### config.mk
export PLATFORM = sky130hd
export DESIGN_NAME = alu_issue_stage
export DESIGN_NICKNAME = d
export VERILOG_FILES = /design/src/rtl/alu_pkg.sv /design/src/rtl/alu_issue_stage_fwd_mux.sv /design/src/rtl/alu_issue_stage.sv
export SDC_FILE = /design/constraint.sdc
export NUM_CORES = 1
export LEC_CHECK = 0
export ABC_AREA = 1
export CAP_MARGIN = 20
export CORE_MARGIN = 5
export CORE_UTILIZATION = 35
export CTS_BUF_LIST = sky130_fd_sc_hd__clkbuf_16
export DETAILED_ROUTE_END_ITERATION = 16
export GPL_ROUTABILITY_DRIVEN = 0
export MAX_ROUTING_LAYER = met4
export PLACE_DENSITY = 0.76
export SETUP_SLACK_MARGIN = 0.3
export SYNTH_ARGS = -nofsm -noshare
export SYNTH_HDL_FRONTEND = slang
export SYNTH_HIERARCHICAL = 1
export SYNTH_SLANG_ARGS = --single-unit
### constraint.sdc
create_clock -name clk -period 1.9 [get_ports clk]
set_input_delay 0.38 -clock clk [delete_from_list [all_inputs] [get_ports clk]]
set_output_delay 0.38 -clock clk [all_outputs]
set_load 0.02 [all_outputs]
### src/rtl/alu_pkg.sv
// Shared ALU definitions: aluSelect code list, issue-stage state encoding
// and the mul/div classifier used by the issue stage and the ALU.
package alu_pkg;

  localparam int unsigned XLEN_DEFAULT = 32;
  localparam int unsigned ALU_SEL_W    = 6;
  localparam int unsigned REG_ADDR_W   = 5;

  // Codes 16..23 form the M-extension group so is_muldiv is a 3-bit compare.
  typedef enum logic [ALU_SEL_W-1:0] {
    ALUSEL_NOP    = 6'd0,
    ALUSEL_ADD    = 6'd1,
    ALUSEL_SUB    = 6'd2,
    ALUSEL_AND    = 6'd3,
    ALUSEL_OR     = 6'd4,
    ALUSEL_XOR    = 6'd5,
    ALUSEL_SLL    = 6'd6,
    ALUSEL_SRL    = 6'd7,
    ALUSEL_SRA    = 6'd8,
    ALUSEL_SLT    = 6'd9,
    ALUSEL_SLTU   = 6'd10,
    ALUSEL_MUL    = 6'd16,
    ALUSEL_MULH   = 6'd17,
    ALUSEL_MULHSU = 6'd18,
    ALUSEL_MULHU  = 6'd19,
    ALUSEL_DIV    = 6'd20,
    ALUSEL_DIVU   = 6'd21,
    ALUSEL_REM    = 6'd22,
    ALUSEL_REMU   = 6'd23
  } alu_sel_e;

  typedef enum logic {
    ST_IDLE = 1'b0,
    ST_EXEC = 1'b1
  } issue_state_e;

  function automatic logic is_muldiv(input logic [ALU_SEL_W-1:0] sel);
    return sel[ALU_SEL_W-1:3] == 3'b010;
  endfunction

endpackage

### src/rtl/alu_issue_stage_fwd_mux.sv
// Per-operand forwarding select: EX/MEM beats MEM/WB beats register file;
// x0 always reads the register-file value.
module fwd_mux
  import alu_pkg::*;
#(
  parameter int unsigned XLEN = XLEN_DEFAULT
) (
  input  logic [REG_ADDR_W-1:0] rs_addr,
  input  logic [XLEN-1:0]       rf_val,
  input  logic                  exmem_valid,
  input  logic [REG_ADDR_W-1:0] exmem_rd,
  input  logic [XLEN-1:0]       exmem_data,
  input  logic                  memwb_valid,
  input  logic [REG_ADDR_W-1:0] memwb_rd,
  input  logic [XLEN-1:0]       memwb_data,
  output logic [XLEN-1:0]       operand_c
);

  always_comb begin
    operand_c = rf_val;
    if (rs_addr != '0) begin
      if (exmem_valid && (exmem_rd == rs_addr)) begin
        operand_c = exmem_data;
      end else if (memwb_valid && (memwb_rd == rs_addr)) begin
        operand_c = memwb_data;
      end
    end
  end

endmodule

### src/rtl/alu_issue_stage.sv
// ID/EX issue stage: captures a decoded op with forwarded operands, drives
// the external ALU (holding mul/div ops) and registers the result for MEM.
module alu_issue_stage
  import alu_pkg::*;
#(
  parameter int unsigned XLEN       = XLEN_DEFAULT,
  parameter int unsigned SEL_W      = ALU_SEL_W,
  parameter int unsigned MULDIV_LAT = 4
) (
  input  logic                  clk,
  input  logic                  reset_n,
  input  logic                  flush,
  input  logic                  in_valid,
  output logic                  in_ready,
  input  logic [XLEN-1:0]       in_rs1_val,
  input  logic [XLEN-1:0]       in_rs2_val,
  input  logic [REG_ADDR_W-1:0] in_rs1_addr,
  input  logic [REG_ADDR_W-1:0] in_rs2_addr,
  input  logic [REG_ADDR_W-1:0] in_rd_addr,
  input  logic [XLEN-1:0]       in_pc,
  input  logic [XLEN-1:0]       in_imm,
  input  logic                  in_use_pc,
  input  logic                  in_use_imm,
  input  logic [SEL_W-1:0]      in_alu_sel,
  input  logic                  fwd_exmem_valid,
  input  logic                  fwd_memwb_valid,
  input  logic [REG_ADDR_W-1:0] fwd_exmem_rd,
  input  logic [REG_ADDR_W-1:0] fwd_memwb_rd,
  input  logic [XLEN-1:0]       fwd_exmem_data,
  input  logic [XLEN-1:0]       fwd_memwb_data,
  output logic [XLEN-1:0]       alu_rs1,
  output logic [XLEN-1:0]       alu_rs2,
  output logic [SEL_W-1:0]      alu_sel,
  input  logic [XLEN-1:0]       alu_result,
  output logic                  out_valid,
  input  logic                  out_ready,
  output logic [XLEN-1:0]       out_result,
  output logic [REG_ADDR_W-1:0] out_rd
);

  localparam int unsigned CNT_W = (MULDIV_LAT > 1) ? $clog2(MULDIV_LAT) : 1;
  localparam logic [CNT_W-1:0] CNT_MULDIV = CNT_W'(MULDIV_LAT - 1);

  issue_state_e          state_q, state_d;
  logic [CNT_W-1:0]      cnt_q, cnt_d;
  logic [XLEN-1:0]       op1_q, op1_d, op2_q, op2_d;
  logic [XLEN-1:0]       pc_q, pc_d, imm_q, imm_d;
  logic                  use_pc_q, use_pc_d, use_imm_q, use_imm_d;
  logic [REG_ADDR_W-1:0] rd_q, rd_d;
  logic [SEL_W-1:0]      sel_q, sel_d;
  logic                  out_valid_q, out_valid_d;
  logic [XLEN-1:0]       out_result_q, out_result_d;
  logic [REG_ADDR_W-1:0] out_rd_q, out_rd_d;

  logic [XLEN-1:0] fwd_rs1_c, fwd_rs2_c;
  logic            exec_c, done_c, slot_c, accept_c, complete_c;

  fwd_mux #(.XLEN(XLEN)) u_fwd_rs1 (
    .rs_addr    (in_rs1_addr),
    .rf_val     (in_rs1_val),
    .exmem_valid(fwd_exmem_valid),
    .exmem_rd   (fwd_exmem_rd),
    .exmem_data (fwd_exmem_data),
    .memwb_valid(fwd_memwb_valid),
    .memwb_rd   (fwd_memwb_rd),
    .memwb_data (fwd_memwb_data),
    .operand_c  (fwd_rs1_c)
  );

  fwd_mux #(.XLEN(XLEN)) u_fwd_rs2 (
    .rs_addr    (in_rs2_addr),
    .rf_val     (in_rs2_val),
    .exmem_valid(fwd_exmem_valid),
    .exmem_rd   (fwd_exmem_rd),
    .exmem_data (fwd_exmem_data),
    .memwb_valid(fwd_memwb_valid),
    .memwb_rd   (fwd_memwb_rd),
    .memwb_data (fwd_memwb_data),
    .operand_c  (fwd_rs2_c)
  );

  assign exec_c     = (state_q == ST_EXEC);
  assign done_c     = exec_c && (cnt_q == '0);
  assign slot_c     = !out_valid_q || out_ready;
  assign in_ready   = slot_c && (!exec_c || done_c) && !flush;
  assign accept_c   = in_valid && in_ready;
  assign complete_c = done_c && slot_c && !flush;

  // Idle drives a NOP with zero operands so the ALU output is quiet.
  assign alu_rs1 = exec_c ? (use_pc_q ? pc_q : op1_q) : '0;
  assign alu_rs2 = exec_c ? (use_imm_q ? imm_q : op2_q) : '0;
  assign alu_sel = exec_c ? sel_q : SEL_W'(ALUSEL_NOP);

  assign out_valid  = out_valid_q;
  assign out_result = out_result_q;
  assign out_rd     = out_rd_q;

  always_comb begin
    state_d      = state_q;
    cnt_d        = cnt_q;
    op1_d        = op1_q;
    op2_d        = op2_q;
    pc_d         = pc_q;
    imm_d        = imm_q;
    use_pc_d     = use_pc_q;
    use_imm_d    = use_imm_q;
    rd_d         = rd_q;
    sel_d        = sel_q;
    out_valid_d  = out_valid_q;
    out_result_d = out_result_q;
    out_rd_d     = out_rd_q;

    if (exec_c && (cnt_q != '0)) begin
      cnt_d = cnt_q - CNT_W'(1);
    end

    if (complete_c) begin
      out_valid_d  = 1'b1;
      out_result_d = alu_result;
      out_rd_d     = rd_q;
      state_d      = ST_IDLE;
    end else if (out_valid_q && out_ready) begin
      out_valid_d = 1'b0;
    end

    // A new op may load in the same cycle the previous one retires.
    if (accept_c) begin
      state_d   = ST_EXEC;
      op1_d     = fwd_rs1_c;
      op2_d     = fwd_rs2_c;
      pc_d      = in_pc;
      imm_d     = in_imm;
      use_pc_d  = in_use_pc;
      use_imm_d = in_use_imm;
      rd_d      = in_rd_addr;
      sel_d     = in_alu_sel;
      cnt_d     = is_muldiv(ALU_SEL_W'(in_alu_sel)) ? CNT_MULDIV : '0;
    end

    if (flush) begin
      state_d = ST_IDLE;
      cnt_d   = '0;
    end
  end

  always_ff @(posedge clk or negedge reset_n) begin
    if (!reset_n) begin
      state_q      <= ST_IDLE;
      cnt_q        <= '0;
      op1_q        <= '0;
      op2_q        <= '0;
      pc_q         <= '0;
      imm_q        <= '0;
      use_pc_q     <= 1'b0;
      use_imm_q    <= 1'b0;
      rd_q         <= '0;
      sel_q        <= '0;
      out_valid_q  <= 1'b0;
      out_result_q <= '0;
      out_rd_q     <= '0;
    end else begin
      state_q      <= state_d;
      cnt_q        <= cnt_d;
      op1_q        <= op1_d;
      op2_q        <= op2_d;
      pc_q         <= pc_d;
      imm_q        <= imm_d;
      use_pc_q     <= use_pc_d;
      use_imm_q    <= use_imm_d;
      rd_q         <= rd_d;
      sel_q        <= sel_d;
      out_valid_q  <= out_valid_d;
      out_result_q <= out_result_d;
      out_rd_q     <= out_rd_d;
    end
  end

endmodule

Word level (Yosys, flattened, before mapping):

Cells that the tools add are included.

* latch bits: 0
* output and inout bits: 109
* word-level logic and storage cells: 63
* memory bits (read-only): 0
* memory bits (writable): 0
* register bits after elaboration: 182
* memories: 0

* multiply operators: 0
* bitwise gates (word level): 0
* divide/modulo/power cells: 0
* reduce and logical (&&, ||, !) cells: 24
* shift-type cells: 0
* $add $sub $neg: 1
* magnitude comparators: 0
* muxes and demuxes: 20
* eq/ne operators: 5

Operators with widths (count)
* $mux W32: 10
* $eq A5 B5 Y1: 4
* $logic_and A1 B1 Y1: 12
* $reduce_bool A5 Y1: 2
* $mux W2: 4
* $mux W6: 1
* $reduce_bool A3 Y1: 2
* $mux W1: 5
* $reduce_bool A2 Y1: 2
* $eq A3 B2 Y1 const B: 1
* $logic_not A1 Y1: 3
* $logic_not A2 Y1: 1
* $logic_or A1 B1 Y1: 2
* $sub A2 B1 Y2 const B: 1

Depth between registers and ports, before layout:

* depth after elaboration: 8
* gate-level depth with buffers: 12
* depth with buffers taken out: 11

Cells and area by module:

Netlist, hierarchy kept.

Modules (own cells, without submodules)
* alu_issue_stage: seq. area each 4554.4 um^2, times used 1, area an instance 8079.0 um^2, cells an instance 1019
* fwd_mux: seq. area each 0.0 um^2, times used 2, area an instance 1357.6 um^2, cells an instance 306

Worst setup path after synthesis:

Ideal clock, no wire load.

* kind: register to output
* start point: register use_pc_q
* end point: output port alu_rs1[10]
* data arrival time: 1.169 ns
* stages on the path, launching flop included: 5
* setup slack: 0.351 ns
* path through: dfrtp_1 inv_1 buf_1 nor2_1 nor2_1

* longest elaborated chain between the ends: 2

Ends and longest elaborated chain
* start, declared: RTL line alu_issue_stage.sv:48 `logic use_pc_q, use_pc_d, use_imm_q, use_imm_d;`
* start signal, assigned: RTL line alu_issue_stage.sv:168 `use_pc_q <= use_pc_d;`
* $mux W32 (2 in series): RTL line alu_issue_stage.sv:90 `assign alu_rs1 = exec_c ? (use_pc_q ? pc_q : op1_q) : '0;`
* end, declared: RTL line alu_issue_stage.sv:31 `output logic [XLEN-1:0] alu_rs1,`

No other way between the ends.

Worst setup path in the final report:

* start point: register state_q (netlist: exec_c)
* end point: output port alu_rs2[6]

* longest elaborated chain between the ends: 1

Ends and longest elaborated chain
* start, declared: RTL line alu_issue_stage.sv:44 `issue_state_e state_q, state_d;`
* start signal, assigned: RTL line alu_issue_stage.sv:162 `state_q <= state_d;`
* $mux W32: RTL line alu_issue_stage.sv:91 `assign alu_rs2 = exec_c ? (use_imm_q ? imm_q : op2_q) : '0;`
* end, declared: RTL line alu_issue_stage.sv:32 `output logic [XLEN-1:0] alu_rs2,`

No other way between the ends.

==> impl_metrics.env <==
export IMPL_worst_hold_path_type="in2reg"
export IMPL_netlist_area_um2=10800
export IMPL_grt_antenna_before_repair=8
export IMPL_path_cells="buf_6 -> buf_12 -> buf_8 -> o21ai_2 -> nor2_1 -> buf_4"
export IMPL_status="finished, violations left"
export IMPL_avgSynthCellArea_um2=6.62
export IMPL_multi_input_area_um2=6370
export IMPL_grt_overflow=0
export IMPL_grt_use_met1_pct=35.4
export IMPL_cp_startpoint="exec_c$_DFFE_PN0P_"
export IMPL_ant_nets=0
export IMPL_critPathMaxStageDelay_ns=0.44
export IMPL_holdWs_ns=0.374
export IMPL_fmax_ghz=0.479
export IMPL_htree_levels=4
export IMPL_skew_ns=0.0162
export IMPL_syn_nets=1896
export IMPL_final_nets=2361
export IMPL_relSlewSlack_pct=70.3
export IMPL_synth_seq_area_share_pct=42.2
export IMPL_worst_pin_slew_ns=0.446
export IMPL_cts_root_buf="clkbuf_16"
export IMPL_synth_mux_area_share_pct=0
export IMPL_reg2reg_slack_ns=-0.07
export IMPL_cts_tree="built"
export IMPL_r2r_start="exec_c$_DFFE_PN0P_"
export IMPL_yosysUniqueCellTypes=24
export IMPL_hold_viol_final=0
export IMPL_grt_pass1_vias=13200
export IMPL_syn_to_final_growth_pct=75.8
export IMPL_die_w_um=186
export IMPL_core_area_um2=30500
export IMPL_portBuffers=372
export IMPL_hp_start="in_valid"
export IMPL_worst_path_max_fanout=7
export IMPL_synth_simple_area_share_pct=43.3
export IMPL_cpMaxStageDelayCell="dfrtp_2"
export IMPL_cp_data_arrival_time_ns=1.71
export IMPL_drc_errors=0
export IMPL_cts_buffers=17
export IMPL_synth_top_family_by_area="simple AND/OR/NAND/NOR gates"
export IMPL_busiest_layer="met2"
export IMPL_synth_xor_area_share_pct=0
export IMPL_die_area_um2=34500
export IMPL_drive_above_1_share_pct=24.8
export IMPL_wl_per_cell_um=21.6
export IMPL_die_y_um=186
export IMPL_syn_instance_count=1631
export IMPL_powerDensity_nw_per_um2=989
export IMPL_dp_hpwl_um=33000
export IMPL_power_mw=18.8
export IMPL_violations="negative setup slack"
export IMPL_io_pins=373
export IMPL_drv_slew=0
export IMPL_initial_core_util_pct=35.4
export IMPL_path_clk_slew_ns=0.09
export IMPL_critPathCaptureType="primary output"
export IMPL_track_usage_pct=29.6
export IMPL_critical_path_required_ns=1.52
export IMPL_rows=64
export IMPL_clock_latency_ns=0.46
export IMPL_p_leak_nw=9.54
export IMPL_cp_start_kind="flip-flop"
export IMPL_synth_compound_area_share_pct=6.75
export IMPL_setup_viol=132
export IMPL_synth_seq_cells=182
export IMPL_seq_area_um2=4560
export IMPL_clockBufferDepth=2
export IMPL_ir_worst_vdd_mv=0.672
export IMPL_drt_first_pass_iters=6
export IMPL_drv_cap=0
export IMPL_use_met2_pct=48.1
export IMPL_drt_initial_drc_count=1408
export IMPL_fin_crit_sh_pct=110
export IMPL_fill_cells=2474
export IMPL_use_met3_pct=8.52
export IMPL_routed_wl_um=54200
export IMPL_finalCriticalPeriod_ns=2.09
export IMPL_rsz0062_at_grt="true"
export IMPL_yosysWarnings=6
export IMPL_viasPerCell=5.36
export IMPL_path_class="reg2out"
export IMPL_clock_sinks=182
export IMPL_grt_max_degree=75
export IMPL_grt_pass1_wl_um=75900
export IMPL_vias=13500
export IMPL_setup_slack_ns=-0.186
export IMPL_synthAdderAreaFrac_pct=0.116
-- per-stage QoR --
| step | util, % | TNS (ns) | instances | setup slack, ns | instance area (um^2) |
|---|---|---|---|---|---|
| global route | 62.2 | -15.77 | 2513 | -0.236 | 19000 |
| floorplan | - | 0 | 1631 | 0.351 | 10800 |
| global placement | 51.2 | -40.91 | 2388 | -0.473 | 15600 |
| CTS | 58.6 | -7.23 | 2480 | -0.184 | 17900 |
| finish | 62.2 | -8.67 | 2514 | -0.186 | 19000 |
| detailed placement | 51.2 | -44.35 | 2388 | -0.473 | 15600 |
-- worst max-delay path: cells and delay by family, from the launching register on --
family	cells	cell delay, ns
simple gates	1	0.16
flops	1	0.44
buf+inv	4	0.58
compound gates	1	0.06
-- power by group --
part / switching [mW] / internal [mW] / leakage [nW]
combinational: 4.79 / 4.23 / 7.01
clock: 1.85 / 1.89 / 0.292
sequential: 0.915 / 5.10 / 2.24
-- cells in the mapped netlist (all sizes together) --
master | n | area, um^2
nand3 | 138 | 711
nor3 | 1 | 16.3
nand2 | 516 | 1950
nand4 | 66 | 419
nor4 | 2 | 25.0
clkbuf | 48 | 180
buf | 72 | 432
ha | 1 | 12.5
dfrtp | 182 | 4550
nor2 | 404 | 1560
o21ai | 74 | 370
o21bai | 1 | 7.51
inv | 56 | 210
a21oi | 70 | 350
-- logic make-up (layout without fill, tap and decap cells) --
family / Yosys count / after routing
AOI/OAI and AO/OA: 145 / 145
adders and majority gates: 1 / 1
buffers and inverters: 176 / 654
DFF: 182 / 182
other: 0 / 9
and+or+nand+nor: 1127 / 1127
-- area by class of cell --
cell class | count | share of cell area, %
multi-input combinational | 1273 | 33.5
tap | 396 | 2.61
sequential | 182 | 24.0
inverter | 56 | 1.20
clock buffer | 17 | 2.24
antenna | 9 | 0.119
clock inverter | 15 | 0.969
timing repair buffer | 566 | 35.3
-- final timing paths --
check | end | depth (start not counted)
max in group asynchronous | use_pc_q$_DFFE_PN0P_ | 3
hold reg to reg | out_result[23]$_DFFE_PN0P_ | 2
hold / removal | use_imm_q$_DFFE_PN0P_ | 3
min in group asynchronous | imm_q[3]$_DFFE_PN0P_ | 3
setup / recovery | alu_rs2[6] | 6
setup reg to reg | sel_q[1]$_DFFE_PN0P_ | 12
-- sequential cells by signal, summed over array words and instances (netlist names), 2 cells and up --
| register | flops |
|---|---|
| imm_q | 32 |
| op1_q | 32 |
| op2_q | 32 |
| out_result | 32 |
| pc_q | 32 |
| sel_q | 6 |
| out_rd | 5 |
| rd_q | 5 |
| cnt_q | 2 |
-- layout by cell type (no fill, tap or decap), types with 16 or more instances in the layout --
cell type / count
nor2_2: 35
a21oi_1: 70
dlygate4sd2_1: 39
nor2_1: 339
inv_1: 38
buf_12: 49
dfrtp_1: 179
nand4_1: 65
nand3_2: 61
buf_4: 114
clkbuf_16: 28
o21ai_1: 16
buf_6: 46
o21ai_2: 39
clkdlybuf4s50_1: 241
buf_16: 29
nor2_4: 30
nand2_1: 499
nand3_1: 70
-- timing repair --
| action | CTS | global route |
|---|---|---|
| buffers inserted | 28 | 11 |
| pin swaps | 89 | 103 |
| resized for setup | 630 | 184 |
| endpoints found under the hold margin | 118 | 0 |
| setup endpoints to repair | 275 | 273 |
| cloned | 31 | 14 |
| hold buffers | 1 | 0 |
-- routing by layer --
layer	vias to the layer above	share of wire [%]
li1	6173	-
met4	0	4.0
met1	6390	38
met3	147	11
met5	-	0
met2	775	48
No activity file was read; power rests on OpenSTA's default activity.
